File: src/rtl/load_store_unit_pkg.sv
// Shared types for the RV32I memory stage: memory op encoding, LSU FSM states, fault causes
// and the funct3 width codes used by loads and stores.
package load_store_unit_pkg;

  typedef struct packed {
    logic       is_store;
    logic [2:0] funct3;
  } mem_op_t;

  typedef enum logic [1:0] {
    IDLE = 2'd0,
    WAIT = 2'd1,
    DONE = 2'd2
  } lsu_state_t;

  typedef enum logic [1:0] {
    NONE       = 2'd0,
    MISALIGNED = 2'd1,
    ILLEGAL    = 2'd2,
    TIMEOUT    = 2'd3
  } lsu_fault_t;

  localparam logic [2:0] FUNCT3_B  = 3'd0;
  localparam logic [2:0] FUNCT3_H  = 3'd1;
  localparam logic [2:0] FUNCT3_W  = 3'd2;
  localparam logic [2:0] FUNCT3_BU = 3'd4;
  localparam logic [2:0] FUNCT3_HU = 3'd5;

  // Whether funct3 names a real RV32I load or store for the given direction.
  function automatic logic op_is_legal(input mem_op_t op);
    if (op.is_store) begin
      op_is_legal = (op.funct3 == FUNCT3_B) || (op.funct3 == FUNCT3_H) ||
                    (op.funct3 == FUNCT3_W);
    end else begin
      op_is_legal = (op.funct3 == FUNCT3_B)  || (op.funct3 == FUNCT3_H) ||
                    (op.funct3 == FUNCT3_W)  || (op.funct3 == FUNCT3_BU) ||
                    (op.funct3 == FUNCT3_HU);
    end
  endfunction

endpackage

File: src/rtl/lsu_align.sv
// Combinational lane logic for the LSU: request legality/alignment check, store byte-enable and
// lane replication, and load lane extraction with sign/zero extension.
module lsu_align
  import load_store_unit_pkg::*;
(
  input  mem_op_t     req_op,
  input  logic [1:0]  req_off,
  input  logic [31:0] req_data,
  output lsu_fault_t  req_cause,
  output logic [3:0]  req_be,
  output logic [31:0] req_wdata,
  input  logic [2:0]  ld_funct3,
  input  logic [1:0]  ld_off,
  input  logic [31:0] rdata,
  output logic [31:0] ld_value
);

  logic        misaligned;
  logic [31:0] lane;

  always_comb begin
    misaligned = 1'b0;
    case (req_op.funct3[1:0])
      2'b01:   misaligned = req_off[0];
      2'b10:   misaligned = (req_off != 2'b00);
      default: misaligned = 1'b0;
    endcase
    // Illegal encodings are reported ahead of misalignment.
    req_cause = NONE;
    if (!op_is_legal(req_op)) begin
      req_cause = ILLEGAL;
    end else if (misaligned) begin
      req_cause = MISALIGNED;
    end
  end

  always_comb begin
    req_be    = 4'b1111;
    req_wdata = 32'h0000_0000;
    if (req_op.is_store) begin
      case (req_op.funct3)
        FUNCT3_B: begin
          req_be    = 4'b0001 << req_off;
          req_wdata = {4{req_data[7:0]}};
        end
        FUNCT3_H: begin
          req_be    = 4'b0011 << {req_off[1], 1'b0};
          req_wdata = {2{req_data[15:0]}};
        end
        default: begin
          req_be    = 4'b1111;
          req_wdata = req_data;
        end
      endcase
    end
  end

  always_comb begin
    lane     = rdata >> {ld_off, 3'b000};
    ld_value = lane;
    case (ld_funct3)
      FUNCT3_B:  ld_value = {{24{lane[7]}}, lane[7:0]};
      FUNCT3_H:  ld_value = {{16{lane[15]}}, lane[15:0]};
      FUNCT3_BU: ld_value = {24'h000000, lane[7:0]};
      FUNCT3_HU: ld_value = {16'h0000, lane[15:0]};
      default:   ld_value = rdata;
    endcase
  end

endmodule

File: src/rtl/load_store_unit.sv
// RV32I memory stage: one req/ack data-memory transaction per load/store, PC stall while busy,
// and misaligned / illegal / bus-timeout fault reporting.
module load_store_unit
  import load_store_unit_pkg::*;
#(
  parameter int TIMEOUT_CYCLES = 255
)
(
  input  logic        clk,
  input  logic        reset,
  input  logic        req_valid,
  input  logic [3:0]  mem_op,
  input  logic [31:0] addr,
  input  logic [31:0] store_data,
  output logic        busy,
  output logic        done,
  output logic [31:0] load_data,
  output logic        fault,
  output logic [1:0]  fault_cause,
  output logic        dmem_req,
  output logic        dmem_we,
  output logic [31:0] dmem_addr,
  output logic [3:0]  dmem_be,
  output logic [31:0] dmem_wdata,
  input  logic        dmem_ack,
  input  logic [31:0] dmem_rdata,
  output logic [1:0]  dbg_state
);

  localparam logic [7:0] CNT_LAST = 8'(TIMEOUT_CYCLES - 1);

  lsu_state_t  state_q, state_d;
  mem_op_t     req_op, op_q;
  lsu_fault_t  req_cause, cause_q, cause_out;
  logic [31:0] addr_q, wdata_q, load_q;
  logic [3:0]  be_q;
  logic [7:0]  cnt_q;
  logic [3:0]  req_be;
  logic [31:0] req_wdata, ld_value;
  logic        accept, capture, timeout_hit;

  assign req_op = mem_op_t'(mem_op);

  lsu_align u_align (
    .req_op    (req_op),
    .req_off   (addr[1:0]),
    .req_data  (store_data),
    .req_cause (req_cause),
    .req_be    (req_be),
    .req_wdata (req_wdata),
    .ld_funct3 (op_q.funct3),
    .ld_off    (addr_q[1:0]),
    .rdata     (dmem_rdata),
    .ld_value  (ld_value)
  );

  // Memory handshake: dmem_req is raised on entry to WAIT and held, with every dmem_* field
  // driven from capture registers, until the cycle dmem_ack=1 (transfer happens on that edge).
  // dmem_ack in any other state is ignored. A timeout withdraws the request without a transfer.
  always_comb begin
    state_d     = state_q;
    busy        = 1'b0;
    done        = 1'b0;
    fault       = 1'b0;
    cause_out   = NONE;
    accept      = 1'b0;
    capture     = 1'b0;
    timeout_hit = 1'b0;
    case (state_q)
      IDLE: begin
        if (req_valid) begin
          if (req_cause != NONE) begin
            fault     = 1'b1;
            cause_out = req_cause;
          end else begin
            accept  = 1'b1;
            busy    = 1'b1;
            state_d = WAIT;
          end
        end
      end
      WAIT: begin
        busy = 1'b1;
        if (dmem_ack) begin
          capture = !op_q.is_store;
          state_d = DONE;
        end else if (cnt_q == CNT_LAST) begin
          timeout_hit = 1'b1;
          state_d     = DONE;
        end
      end
      DONE: begin
        done = 1'b1;
        if (cause_q == TIMEOUT) begin
          fault     = 1'b1;
          cause_out = TIMEOUT;
        end
        state_d = IDLE;
      end
      default: state_d = IDLE;
    endcase
  end

  always_ff @(posedge clk or negedge reset) begin
    if (!reset) begin
      state_q <= IDLE;
    end else begin
      state_q <= state_d;
    end
  end

  always_ff @(posedge clk or negedge reset) begin
    if (!reset) begin
      op_q    <= '0;
      addr_q  <= 32'h0000_0000;
      be_q    <= 4'b0000;
      wdata_q <= 32'h0000_0000;
      cnt_q   <= 8'd0;
      cause_q <= NONE;
      load_q  <= 32'h0000_0000;
    end else begin
      if (accept) begin
        op_q    <= req_op;
        addr_q  <= addr;
        be_q    <= req_be;
        wdata_q <= req_wdata;
        cnt_q   <= 8'd0;
        cause_q <= NONE;
      end
      if (state_q == WAIT && !dmem_ack && !timeout_hit) begin
        cnt_q <= cnt_q + 8'd1;
      end
      if (timeout_hit) begin
        cause_q <= TIMEOUT;
      end
      if (capture) begin
        load_q <= ld_value;
      end
    end
  end

  // Outside WAIT the bus is parked at zero so nothing stale is presented to memory.
  assign dmem_req    = (state_q == WAIT);
  assign dmem_we     = dmem_req & op_q.is_store;
  assign dmem_addr   = dmem_req ? {addr_q[31:2], 2'b00} : 32'h0000_0000;
  assign dmem_be     = dmem_req ? be_q : 4'b0000;
  assign dmem_wdata  = dmem_req ? wdata_q : 32'h0000_0000;
  assign load_data   = load_q;
  assign fault_cause = cause_out;
  assign dbg_state   = state_q;

endmodule

File: config.mk
export PLATFORM = sky130hd
export DESIGN_NAME = load_store_unit
export DESIGN_NICKNAME = d
export VERILOG_FILES = /design/src/rtl/load_store_unit_pkg.sv /design/src/rtl/lsu_align.sv /design/src/rtl/load_store_unit.sv
export SDC_FILE = /design/constraint.sdc
export NUM_CORES = 1
export LEC_CHECK = 0
export CAP_MARGIN = 20
export CELL_PAD_IN_SITES_DETAIL_PLACEMENT = 2
export CELL_PAD_IN_SITES_GLOBAL_PLACEMENT = 2
export CORE_ASPECT_RATIO = 0.9
export CORE_MARGIN = 4
export CORE_UTILIZATION = 28
export DETAILED_ROUTE_END_ITERATION = 10
export PLACE_DENSITY_LB_ADDON = 0.1
export SYNTH_ARGS = -nofsm -noshare
export SYNTH_HDL_FRONTEND = slang
export SYNTH_HIERARCHICAL = 1
export SYNTH_SLANG_ARGS = --single-unit
File: constraint.sdc
create_clock -name clk -period 3.8 [get_ports clk]
set_input_delay 1.14 -clock clk [delete_from_list [all_inputs] [get_ports clk]]
set_output_delay 1.14 -clock clk [all_outputs]
set_load 0.01 [all_outputs]
Yosys cells after proc, flatten, opt, wreduce, memory -nomap -nowiden
Cells that the tools add are included.
{ "totals": {"reg_bits": 116, "word_cells": 86, "output_inout_bits": 109} }
{ "op_classes": {"add_sub_neg": 1, "n_reduce_logical": 17, "n_mux": 39, "bitwise": 1, "shift": 3, "eq_ne": 16} }
{ "op_table": {"columns": ["op", "count"], "rows": [
  ["32-bit one-hot mux with 4 select lines", 1],
  ["32-bit 2-to-1 mux", 3],
  ["32-bit one-hot mux with 2 select lines", 1],
  ["32-bit by 5-bit right shift with 16-bit output", 1],
  ["2-bit 2-to-1 mux", 10],
  ["8-bit 2-to-1 mux", 2],
  ["1-bit 2-to-1 mux", 14],
  ["3-bit equality test, second input constant", 4],
  ["8-bit by 1-bit adder with 8-bit output, second input constant", 1],
  ["8-bit equality test, second input constant", 1],
  ["4-bit 2-to-1 mux", 2],
  ["2-bit one-hot mux with 2 select lines", 2],
  ["4-bit one-hot mux with 2 select lines", 1],
  ["2-bit nonzero test", 4],
  ["2-bit equality test, second input constant", 3],
  ["3-bit by 1-bit equality test with 1-bit output, second input constant", 2],
  ["3-bit logical NOT", 2],
  ["1-bit one-hot mux with 2 select lines", 3],
  ["2-bit by 1-bit equality test with 1-bit output, second input constant", 2],
  ["1-bit logical OR", 4],
  ["2-bit inequality test, second input constant", 2],
  ["1-bit by 2-bit left shift with 4-bit output, first input constant", 1],
  ["2-bit by 2-bit left shift with 4-bit output, first input constant", 1],
  ["3-bit by 2-bit equality test with 1-bit output, second input constant", 1],
  ["other kinds (6)", 9]
]} }

Logic depth before layout (Yosys ltp)
Gate-level depths: netlist of the first run.
{ "logic_depth": {"ltp_word": 13, "mapped_depth": 13, "ltp_nobuf": 10} }

Hierarchy
Netlist of the first run, hierarchy kept.
{ "by_module_without_submodules": {"columns": ["module", "n_inst", "seq_area_each_um2", "area_each_um2", "cells_each"], "rows": [
  ["load_store_unit", 1, 2877.8, 5001.0, 362],
  ["lsu_align", 1, 0.0, 1213.7, 223]
]} }

Least setup slack after synthesis of the first run
Ideal clock, no wire load.
{ "synth_timing": {"kind": "input to output", "from": "input mem_op[0]", "to": "output busy", "t_arrival_ns": 2.566, "cell_stages": 12, "slack_ns": 0.094, "n_path_buf": 3, "cell_sequence": "inv_1 > ha_1 > buf_2 > nor2_1 > a21oi_1 > a21oi_1 > nor2_1 > nor3_1 > nand2_1 > buf_6 > buf_4 > nand2_1"} }
{ "synth_between": {"elab_chain_len": 11, "elab_cells_between_ends": 19, "cone_classes": "6 x eq/ne; 7 x mux; 6 x reduce/logical"} }
{ "synth_rtl": {"columns": ["item", "line_no", "text"], "rows": [
  ["start, declared", "load_store_unit.sv:12", "input logic [3:0] mem_op,"],
  ["3-bit by 1-bit equality test with 1-bit output / 3-bit logical NOT (equally long branches)", "load_store_unit_pkg.sv:32, load_store_unit_pkg.sv:35", null],
  ["1-bit logical OR (2 in a row)", "load_store_unit_pkg.sv:32, load_store_unit_pkg.sv:35", null],
  ["1-bit logical OR (2 in a row)", "load_store_unit_pkg.sv:36", "(op.funct3 == FUNCT3_W) || (op.funct3 == FUNCT3_BU) ||"],
  ["1-bit 2-to-1 mux *", "load_store_unit_pkg.sv:31", "if (op.is_store) begin"],
  ["2-bit 2-to-1 mux *", "lsu_align.sv:30", "if (!op_is_legal(req_op)) begin"],
  ["net req_cause[1]", "load_store_unit.sv:34", "lsu_fault_t req_cause, cause_q, cause_out;"],
  ["2-bit nonzero test *", "load_store_unit.sv:72", "if (req_cause != NONE) begin"],
  ["1-bit 2-to-1 mux *", "load_store_unit.sv:72", null],
  ["1-bit 2-to-1 mux *", "load_store_unit.sv:71", "if (req_valid) begin"],
  ["1-bit one-hot mux with 2 select lines *", "load_store_unit.sv:69", "case (state_q)"],
  ["end, declared", "load_store_unit.sv:15", "output logic busy,"]
]} }
Mark *: on every way through the listed nets, which the timed path passes. The rest lies on a longest branch.

Worst setup path in the final report of the first run
{ "layout_timing": {"from": "input mem_op[1]", "to": "output busy"} }
The elaborated chain is that of the path after synthesis.

==> results of run 1 <==
metrics by stage:
stage | total power [mW] | area (µm²) | setup slack [ns]
finish | 5.98 | 9340 | 0.139
global route | 6.38 | 9340 | 0.0204
CTS | 6.10 | 9340 | 0.00714
detailed placement | 4.30 | 8660 | -0.765
global placement | 4.19 | 8660 | -0.732
floorplan | 3.18 | 6220 | 0.0941
cell families (layout without fill, tap and decap cells):
logic type                 Yosys count  in the layout  share of synthesized area [%]
and+or+nand+nor                    218            218                           17.6
adders and majority gates            5              5                           1.01
buffers and inverters               49            278                           4.57
DFF                                115            115                           46.3
other                                1              2                         0.0603
muxes                              118            118                           21.4
AOI/OAI and AO/OA                   79             79                           9.00
cell usage in the layout, fill, tap and decap left out, types with 3 or more instances in the layout:
cell type / Yosys / layout
clkinvlp_4: 0 / 6
nand4_1: 3 / 3
a22o_1: 10 / 10
nand3_1: 5 / 5
a21oi_1: 8 / 6
dfrtp_1: 115 / 115
o211ai_1: 4 / 4
mux2i_1: 7 / 7
mux2_2: 108 / 108
nand2_1: 76 / 74
clkbuf_8: 0 / 3
a221oi_1: 6 / 6
o31ai_1: 7 / 7
nor2b_1: 4 / 4
clkdlybuf4s50_1: 0 / 201
buf_4: 3 / 23
o21ai_0: 19 / 18
buf_2: 5 / 4
and2_1: 75 / 75
bufinv_16: 0 / 4
nor2_1: 44 / 41
o21ai_1: 2 / 3
clkbuf_16: 0 / 17
a21boi_0: 8 / 8
inv_1: 12 / 10
a22oi_1: 5 / 5
routing by layer:
metal,share of wire (%),global-route usage [%]
met4,0.97,4.20
met1,43,22.4
met2,51,30.7
met5,0,0
met3,4.3,3.51
cell type report:
cell class,instances,area (µm²),area share [%]
Sequential cell,115,2880,30.8
Clock buffer,20,467,5.00
Inverter,12,45.0,0.482
Clock inverter,12,179,1.92
Tap cell,291,364,3.90
Timing Repair Buffer,234,2280,24.4
Multi-Input combinational cell,422,3120,33.5
path summary, 6_finish.rpt:
check                                end  slack [ns]
min in group asynchronous   load_data[5]        0.82
hold reg to reg                addr_q[8]        0.50
setup reg to reg           load_data[24]        1.36
max in group asynchronous     addr_q[29]        2.23
hold / removal                 addr_q[8]        0.50
setup / recovery                    busy        0.14
power by group:
| part | switching [mW] | internal, mW | leakage, nW | total (mW) |
|---|---|---|---|---|
| clock network | 0.602 | 1.15 | 0.297 | 1.75 |
| logic | 0.952 | 1.24 | 2.30 | 2.19 |
| registers | 0.335 | 1.70 | 1.43 | 2.04 |
| total | 1.89 | 4.10 | 4.02 | 5.98 |
worst register-to-register path: stages, from the launching register on:
cell and delay (ns):
dfrtp_1 0.70, mux4_2 0.62, and3_4 0.21, a31oi_4 0.38, nand2_1 0.10, mux2_1 0.31
sequential cells by signal, indices dropped and copies added, names as in the netlist:
signal and count:
be_q 4, wdata_q 32, dbg_state 2, addr_q 32, op_q 4, cause_q 1
cnt_q 8, load_data 32
timing repair:
| item | in CTS | in global routing |
|---|---|---|
| pin swaps | 4 | 3 |
| setup buffers | 1 | 0 |
| hold buffers | 0 | 0 |
| endpoints found under the hold margin | 0 | 0 |
| endpoints found under the setup margin | 5 | 4 |
| resized for setup | 32 | 7 |
==> flow_metrics.env, run 1 <==
export IMPL_setup_viol=0
export IMPL_maxSlewHeadroom_pct=28.6
export IMPL_clk_latency_ns=0.41
export IMPL_numCtsBuffers=17
export IMPL_hold_viol_final=0
export IMPL_yosysMostFrequentCell="dfrtp_1"
export IMPL_dieHeight_um=149
export IMPL_dp_cells=1074
export IMPL_synth_seq_cells=115
export IMPL_cts_sinks=115
export IMPL_grt_max_degree=83
export IMPL_crit_type="in -> out"
export IMPL_synth_top_cell_by_area="dfrtp_1"
export IMPL_synth_edf_count=0
export IMPL_start_util_pct=28.6
export IMPL_dpl_hpwl_um=15700
export IMPL_grt_pass1_vias=5828
export IMPL_final_net_count=911
export IMPL_setup_tns_ns=0
export IMPL_synth_ff_type="dfrtp_1"
export IMPL_root_buffer="clkbuf_16"
export IMPL_remaining_drc_errors=0
export IMPL_tightest_slew_ns=1.07
export IMPL_r2r_start="addr_q[1]"
export IMPL_path_cells="clkdlybuf4s15_1 -> inv_2 -> ha_4 -> nor2_4 -> a21oi_2 -> a21oi_2 -> buf_4 -> nor3_2 -> buf_4 -> nand2_4 -> nand2_1 -> buf_2"
export IMPL_end_kind="output port"
export IMPL_via_per_inst=4.67
export IMPL_max_cap_viol_count=0
export IMPL_globalplace_congestion=0.794
export IMPL_fillCellCount=2275
export IMPL_leakage_nw=4.02
export IMPL_period_share_pct=96.3
export IMPL_reg2reg_depth=5
export IMPL_path_buf_inv=5
export IMPL_clk_pin_slew_worst_paths_ns=0.06
export IMPL_antennaDiodeCount=0
export IMPL_yosys_area_top_type_share_pct=46.3
export IMPL_drive_gt1_share_pct=23.4
export IMPL_core_rowCount=51
export IMPL_first_iter_violations=182
export IMPL_io_pins=213
export IMPL_post_route_util_pct=42.9
export IMPL_skew_ns=0.00846
export IMPL_syn_area_per_cell_um2=10.6
export IMPL_powerDensity_mw_per_mm2=641
export IMPL_ant_nets=0
export IMPL_die_area_mm2=0.0246
export IMPL_slowest_stage="clkdlybuf4s15_1"
export IMPL_cp_data_arrival_time_ns=2.52
export IMPL_synthTopCellsByArea="dfrtp_1 46%, mux2_2 20%, and2_1 7.5%"
export IMPL_area_growth_synth_to_final_pct=50.3
export IMPL_ir_drop_mv=0.271
export IMPL_worstPathMaxFanout=2
export IMPL_wl_um=21400
export IMPL_cts_buffer_depth=2
export IMPL_firstDrtPassIters=4
export IMPL_drv_slew=0
export IMPL_syn_area_mm2=0.00621
export IMPL_instances_no_fill=1106
export IMPL_max_freq_ghz=0.273
export IMPL_die_w_um=165
export IMPL_grt_total_usage_pct=17.6
export IMPL_ys_warn_count=6
export IMPL_htree_levels=4
export IMPL_netlist_instances=585
export IMPL_synth_top_cells_by_count="115 x dfrtp_1, 108 x mux2_2, 76 x nand2_1"
export IMPL_worst_path_stages=12
export IMPL_antenna_found_initial=0
export IMPL_yosysSeqAreaShare_pct=46.3
export IMPL_min_from="addr_q[8]"
export IMPL_critical_path_top_delay_family="buffers and inverters"
export IMPL_startpoint="mem_op[1]"
export IMPL_grt_pass1_wl_um=33500
export IMPL_yosysUniqueCellTypes=42
export IMPL_coreArea_mm2=0.0218
export IMPL_numPortBuffers=210
export IMPL_hold_path_cell_count=1
export IMPL_rsz0062_at_grt="no"
export IMPL_cts_tree="done"
export IMPL_synth_async_sr_flop_share_pct=100
export IMPL_grt_overflow=0
export IMPL_cp_data_required_time_ns=2.66
export IMPL_worstSetupStartpointType="primary input"
export IMPL_slowest_delay_ns=0.20
export IMPL_hold_path_class="reg -> reg"
export IMPL_min_period_ns=3.66
export IMPL_hold_slack_ns=0.496
export IMPL_outcome="finished clean"
export IMPL_wl_per_cell_um=19.4
export IMPL_vias=5163
(Power assumes the default switching activity.)
==> run 2, diff against run 1 <==
Settings changed: CORE_ASPECT_RATIO 0.9 to 1.25.
==> run 2 against run 1 <==
Effect of this change: final cell count fell by 0.72%; utilization fell by 0.10 points; first-iteration DRC count fell by 18%; critical endpoint unchanged; sequential share of layout area rose by 0.17 points; clock power fell by 13%; fmax fell by 1.3%; critical path type unchanged.
==> flow_metrics.env, run 2 (synthesis results as in run 1) <==
export IMPL_outcome="finished clean"
export IMPL_r2r_start="addr_q[1]"
export IMPL_grt_use_met3_pct=4.60
export IMPL_antenna_found_initial=4
export IMPL_remaining_drc_errors=0
export IMPL_wl_per_cell_um=20.8
export IMPL_setup_viol=0
export IMPL_grt_pass1_wl_um=36200
export IMPL_maxSlewHeadroom_pct=45.1
export IMPL_htree_levels=4
export IMPL_final_net_count=913
export IMPL_clk_latency_ns=0.42
export IMPL_period_share_pct=97.6
export IMPL_grt_pass1_vias=6348
export IMPL_numPortBuffers=210
export IMPL_ir_drop_mv=0.317
export IMPL_tightest_slew_ns=0.824
export IMPL_drive_gt1_share_pct=23.7
export IMPL_hold_path_class="reg -> reg"
export IMPL_numCtsBuffers=17
export IMPL_cts_sinks=115
export IMPL_cts_setup_buffers=0
export IMPL_hold_path_cell_count=1
export IMPL_min_period_ns=3.71
export IMPL_postCtsHoldBufs=0
export IMPL_power_mw=5.80
export IMPL_drv_slew=0
export IMPL_hold_viol_final=0
export IMPL_crit_type="in -> out"
export IMPL_setup_tns_ns=0
export IMPL_skew_ns=0.0117
export IMPL_coreArea_mm2=0.0217
export IMPL_firstDrtPassIters=4
export IMPL_first_iter_violations=150
export IMPL_globalRouteMet2Util_pct=35.2
export IMPL_final_common_cell="clkdlybuf4s50_1"
export IMPL_cp_data_required_time_ns=2.66
export IMPL_io_pins=213
export IMPL_min_to="load_data[24]"
export IMPL_powerDensity_mw_per_mm2=624
export IMPL_end_kind="output port"
export IMPL_cts_buffer_depth=2
export IMPL_min_from="load_data[24]"
export IMPL_globalplace_congestion=0.830
export IMPL_die_w_um=141
export IMPL_leakage_nw=4.03
export IMPL_max_freq_ghz=0.270
export IMPL_worstSetupStartpointType="primary input"
export IMPL_reg2reg_depth=5
export IMPL_wl_um=22800
export IMPL_reg2reg_to="load_data[23]"
export IMPL_startpoint="addr[1]"
export IMPL_layout_common_cells="200 x clkdlybuf4s50_1, 115 x dfrtp_1, 108 x mux2_2"
export IMPL_die_area_mm2=0.0247
export IMPL_pre_cts_ws_ns=-0.835
export IMPL_dieHeight_um=175
export IMPL_grt_max_degree=83
export IMPL_grt_overflow=0
export IMPL_cp_data_arrival_time_ns=2.57
export IMPL_max_cap_viol_count=0
export IMPL_fillCellCount=2287
export IMPL_core_rowCount=60
export IMPL_grt_busiest_layer="met2"
export IMPL_rrSetupSlack_ns=1.22
export IMPL_setup_slack_ns=0.0926
export IMPL_via_per_inst=4.80
export IMPL_use_met1_pct=20.7
export IMPL_root_buffer="clkbuf_16"
export IMPL_worstPathMaxFanout=2
export IMPL_area_growth_synth_to_final_pct=49.4
export IMPL_start_util_pct=28.6
export IMPL_dpl_hpwl_um=16600
export IMPL_ant_nets=0
export IMPL_vias=5266
export IMPL_clk_pin_slew_worst_paths_ns=0.06
export IMPL_cts_tree="done"
export IMPL_grt_total_usage_pct=18.9
## run 2: power by group
part	internal [mW]	switching (mW)
Clock	0.902	0.616
Sequential	1.71	0.328
Combinational	1.25	0.998
## run 2: cell type report
cell class / count / area [µm²] / share of cell area [%]
inverters: 12 / 45.0 / 0.485
repair buffers: 236 / 2320 / 24.9
well taps: 279 / 349 / 3.76
flip-flops and latches: 115 / 2880 / 31.0
multi-input cells: 422 / 3140 / 33.8
clock buffers: 17 / 425 / 4.58
clock inverters: 14 / 130 / 1.40
diodes: 3 / 7.51 / 0.0808
## run 2: what timing repair did
action / CTS / global route
gates resized for setup: 31 / 13
setup endpoints to repair: 74 / 4
pin swaps: 3 / 4
## run 2: how the worst max path moves through the flow
stage	end	cells past startpoint
6_report	busy	10
5_1_grt	busy	10
4_1_cts	fault	11
3_5_place_dp	fault	10
3_3_place_gp	busy	12
2_1_floorplan	busy	12
## run 2: through the flow
stage / instances / hold WS, ns / cell area, µm² / utilization, %
detailed placement: 1063 / 0.480 / 8640 / 39.8
global route: 1098 / 0.519 / 9290 / 42.8
floorplan: 586 / 0.466 / 6220 / -
CTS: 1094 / 0.494 / 9220 / 42.5
finish: 1098 / 0.490 / 9290 / 42.8
global placement: 1063 / 0.475 / 8640 / 39.8
## run 2: worst max-delay path: stages
cell,delay (ns)
clkdlybuf4s50_1,0.44
o21ai_2,0.14
nand2_1,0.10
nand2_2,0.10
nor2_4,0.06
nor3_2,0.17
buf_4,0.14
nand2_4,0.05
nand2_1,0.08
buf_2,0.13
## run 2: routing by layer
layer	share of wire, %	wire [µm]
met1	39	8820
met2	55	12500
met3	4.5	1020
met4	2.4	541
met5	0.057	13
==> run 3, diff against run 2 <==
Settings changed: CORE_UTILIZATION 28 to 27, SYNTH_HIERARCHICAL 1 to unset.
==> run 3 against run 2 <==
Effect of this change: critical path type unchanged; highest routed layer is now met4; setup slack improved by 0.0066 ns; global-route usage increased by 0.088 points; critical path depth is 4 lower; area after synthesis up 0.44%; hold slack worse by 0.016 ns; critical endpoint unchanged; first-iteration DRC count grew 1.3%; largest cell class unchanged; clock skew fell by 0.0016 ns.
==> flow_metrics.env, run 3 <==
export IMPL_syn_area_mm2=0.00624
export IMPL_grt_max_degree=63
export IMPL_ant_nets=0
export IMPL_yosysMostFrequentCell="dfrtp_1"
export IMPL_setup_viol=0
export IMPL_clk_latency_ns=0.42
export IMPL_reg2reg_depth=6
export IMPL_fin_area_mm2=0.00930
export IMPL_yosysUniqueCellTypes=57
export IMPL_cp_data_arrival_time_ns=2.56
export IMPL_max_cap_viol_count=0
export IMPL_hold_path_class="reg -> reg"
export IMPL_numPortBuffers=210
export IMPL_synth_edf_count=0
export IMPL_antenna_found_initial=1
export IMPL_maxSlewHeadroom_pct=42.4
export IMPL_first_iter_violations=152
export IMPL_die_area_mm2=0.0256
export IMPL_coreArea_mm2=0.0225
export IMPL_core_rowCount=61
export IMPL_rsz0062_at_grt="no"
export IMPL_power_share_clock_pct=27.9
export IMPL_root_buffer="clkbuf_16"
export IMPL_dpl_hpwl_um=17500
export IMPL_htree_levels=4
export IMPL_postCtsHoldBufs=0
export IMPL_placed_area_mm2=0.00868
export IMPL_io_pins=213
export IMPL_area_growth_synth_to_final_pct=49.0
export IMPL_worstPathMaxFanout=2
export IMPL_die_w_um=144
export IMPL_drive_gt1_share_pct=11.1
export IMPL_via_per_inst=4.95
export IMPL_grt_pass1_wl_um=37300
export IMPL_startpoint="req_valid"
export IMPL_layout_common_cells="202 x clkdlybuf4s50_1, 115 x dfrtp_1, 60 x and2_1"
export IMPL_outcome="finished clean"
export IMPL_ys_warn_count=0
export IMPL_skew_ns=0.0101
export IMPL_crit_end="busy"
export IMPL_pre_cts_ws_ns=-0.613
export IMPL_cts_buffer_depth=2
export IMPL_setup_tns_ns=0
export IMPL_remaining_drc_errors=0
export IMPL_comb_power_share_pct=37.2
export IMPL_crit_type="in -> out"
export IMPL_dieHeight_um=178
export IMPL_synthTopCellsByArea="dfrtp_1 46%, mux2_1 6.7%, and2_1 6.0%"
export IMPL_hold_slack_ns=0.474
export IMPL_netlist_instances=629
export IMPL_start_util_pct=27.7
export IMPL_rrSetupSlack_ns=1.33
export IMPL_synth_async_sr_flop_share_pct=100
export IMPL_grt_total_usage_pct=18.9
export IMPL_wl_per_cell_um=21.0
export IMPL_yosys_area_top_type_share_pct=46.1
export IMPL_globalplace_congestion=0.766
export IMPL_period_share_pct=97.4
export IMPL_cts_setup_buffers=0
export IMPL_reg2reg_to="load_data[10]"
export IMPL_powerDensity_mw_per_mm2=636
export IMPL_end_kind="output port"
export IMPL_fillCellCount=2372
export IMPL_grt_pass1_vias=6427
export IMPL_worstSetupStartpointType="primary input"
export IMPL_hold_viol_final=0
export IMPL_tightest_slew_ns=0.864
export IMPL_leakage_nw=3.92
export IMPL_final_net_count=940
export IMPL_internal_power_mw=3.94
export IMPL_setup_slack_ns=0.0992
export IMPL_min_period_ns=3.70
export IMPL_numCtsBuffers=17
export IMPL_power_share_switching_pct=33.4
export IMPL_vias=5579
export IMPL_synth_top_cells_by_count="115 x dfrtp_1, 60 x and2_1, 53 x nand2_1"
export IMPL_drv_slew=0
export IMPL_instances_no_fill=1128
export IMPL_firstDrtPassIters=4
export IMPL_syn_area_per_cell_um2=9.92
export IMPL_hold_path_cell_count=1
export IMPL_cp_data_required_time_ns=2.66
export IMPL_synth_top_cell_by_area="dfrtp_1"
export IMPL_yosysSeqAreaShare_pct=46.1
export IMPL_clk_pin_slew_worst_paths_ns=0.06
export IMPL_final_common_cell="clkdlybuf4s50_1"
export IMPL_cts_sinks=115
export IMPL_ir_drop_mv=0.317
export IMPL_r2r_start="dbg_state[0]"
export IMPL_dp_cells=1095
export IMPL_cts_tree="done"
export IMPL_synth_ff_type="dfrtp_1"
export IMPL_wl_um=23700
export IMPL_synth_seq_cells=115
export IMPL_p_switching_mw=1.98
export IMPL_p_seq_share_pct=34.9
export IMPL_max_freq_ghz=0.270
export IMPL_grt_overflow=0
[run 3: cell count changes in the layout (fill, tap and decap cells not counted), moves of 17 or more]
cell,change
nand2_1,-21
a21o_1,+18
nor4_1,+18
a21oi_1,+23
mux2_2,-103
o21ai_1,+17
mux2_1,+35
[run 3: layout make-up]
| type | count | area (µm²) | share of cell area, % |
|---|---|---|---|
| antenna | 1 | 2.50 | 0.0269 |
| timing repair buffer | 235 | 2310 | 24.9 |
| clock inverter | 10 | 130 | 1.40 |
| clock buffer | 22 | 474 | 5.10 |
| inverter | 14 | 52.6 | 0.565 |
| tap | 283 | 354 | 3.81 |
| multi-input combinational | 448 | 3100 | 33.3 |
| sequential | 115 | 2880 | 30.9 |
[run 3: repair_timing]
item	4_1_cts	5_1_grt
endpoints found under the setup margin	4	1
pin swaps	1	0
resized for setup	17	4
[run 3: worst min-delay path by stage]
stage	startpoint	to
global route	addr_q[17]	addr_q[17]
floorplan	wdata_q[28]	wdata_q[28]
global placement	wdata_q[29]	wdata_q[29]
finish	addr_q[19]	addr_q[19]
CTS	wdata_q[29]	wdata_q[29]
detailed placement	wdata_q[29]	wdata_q[29]
[run 3: power by group through the flow]
stage	Combinational [mW]	Sequential, mW	Clock, mW
2_1_floorplan	1.15	2.00	0
3_3_place_gp	2.18	2.05	0
3_5_place_dp	2.25	2.09	0
4_1_cts	2.25	2.08	1.70
5_1_grt	2.41	2.15	1.76
6_report	2.20	2.06	1.65
[run 3: per-layer routing]
layer / up-vias / global-route usage [%] / part of all wire (%)
met3: 14 / 5.10 / 4.9
met4: 0 / 4.43 / 1.0
met1: 2820 / 22.7 / 41
met5: - / 0 / 0
li1: 2618 / - / -
met2: 127 / 33.6 / 53
[run 3: cells by family after synthesis]
kind of cell	synth area share, %
compound gates	17.5
xor+xnor	0.140
fa+ha+maj	1.00
buf+inv	5.03
flops	46.1
mux	11.2
other cells	0.0601
simple gates	19.0
[run 3: critical path, stage by stage]
cell and delay [ns]:
clkdlybuf4s50_1 0.46, nor3b_2 0.19, a21bo_2 0.25, or2_1 0.22
a21oi_1 0.14, buf_2 0.15
[run 3: stage by stage]
step                total power, mW  util (%)
global placement               4.22      38.5
CTS                            6.03      41.3
finish                         5.92      41.3
floorplan                      3.15         -
global route                   6.32      41.3
detailed placement             4.34      38.5
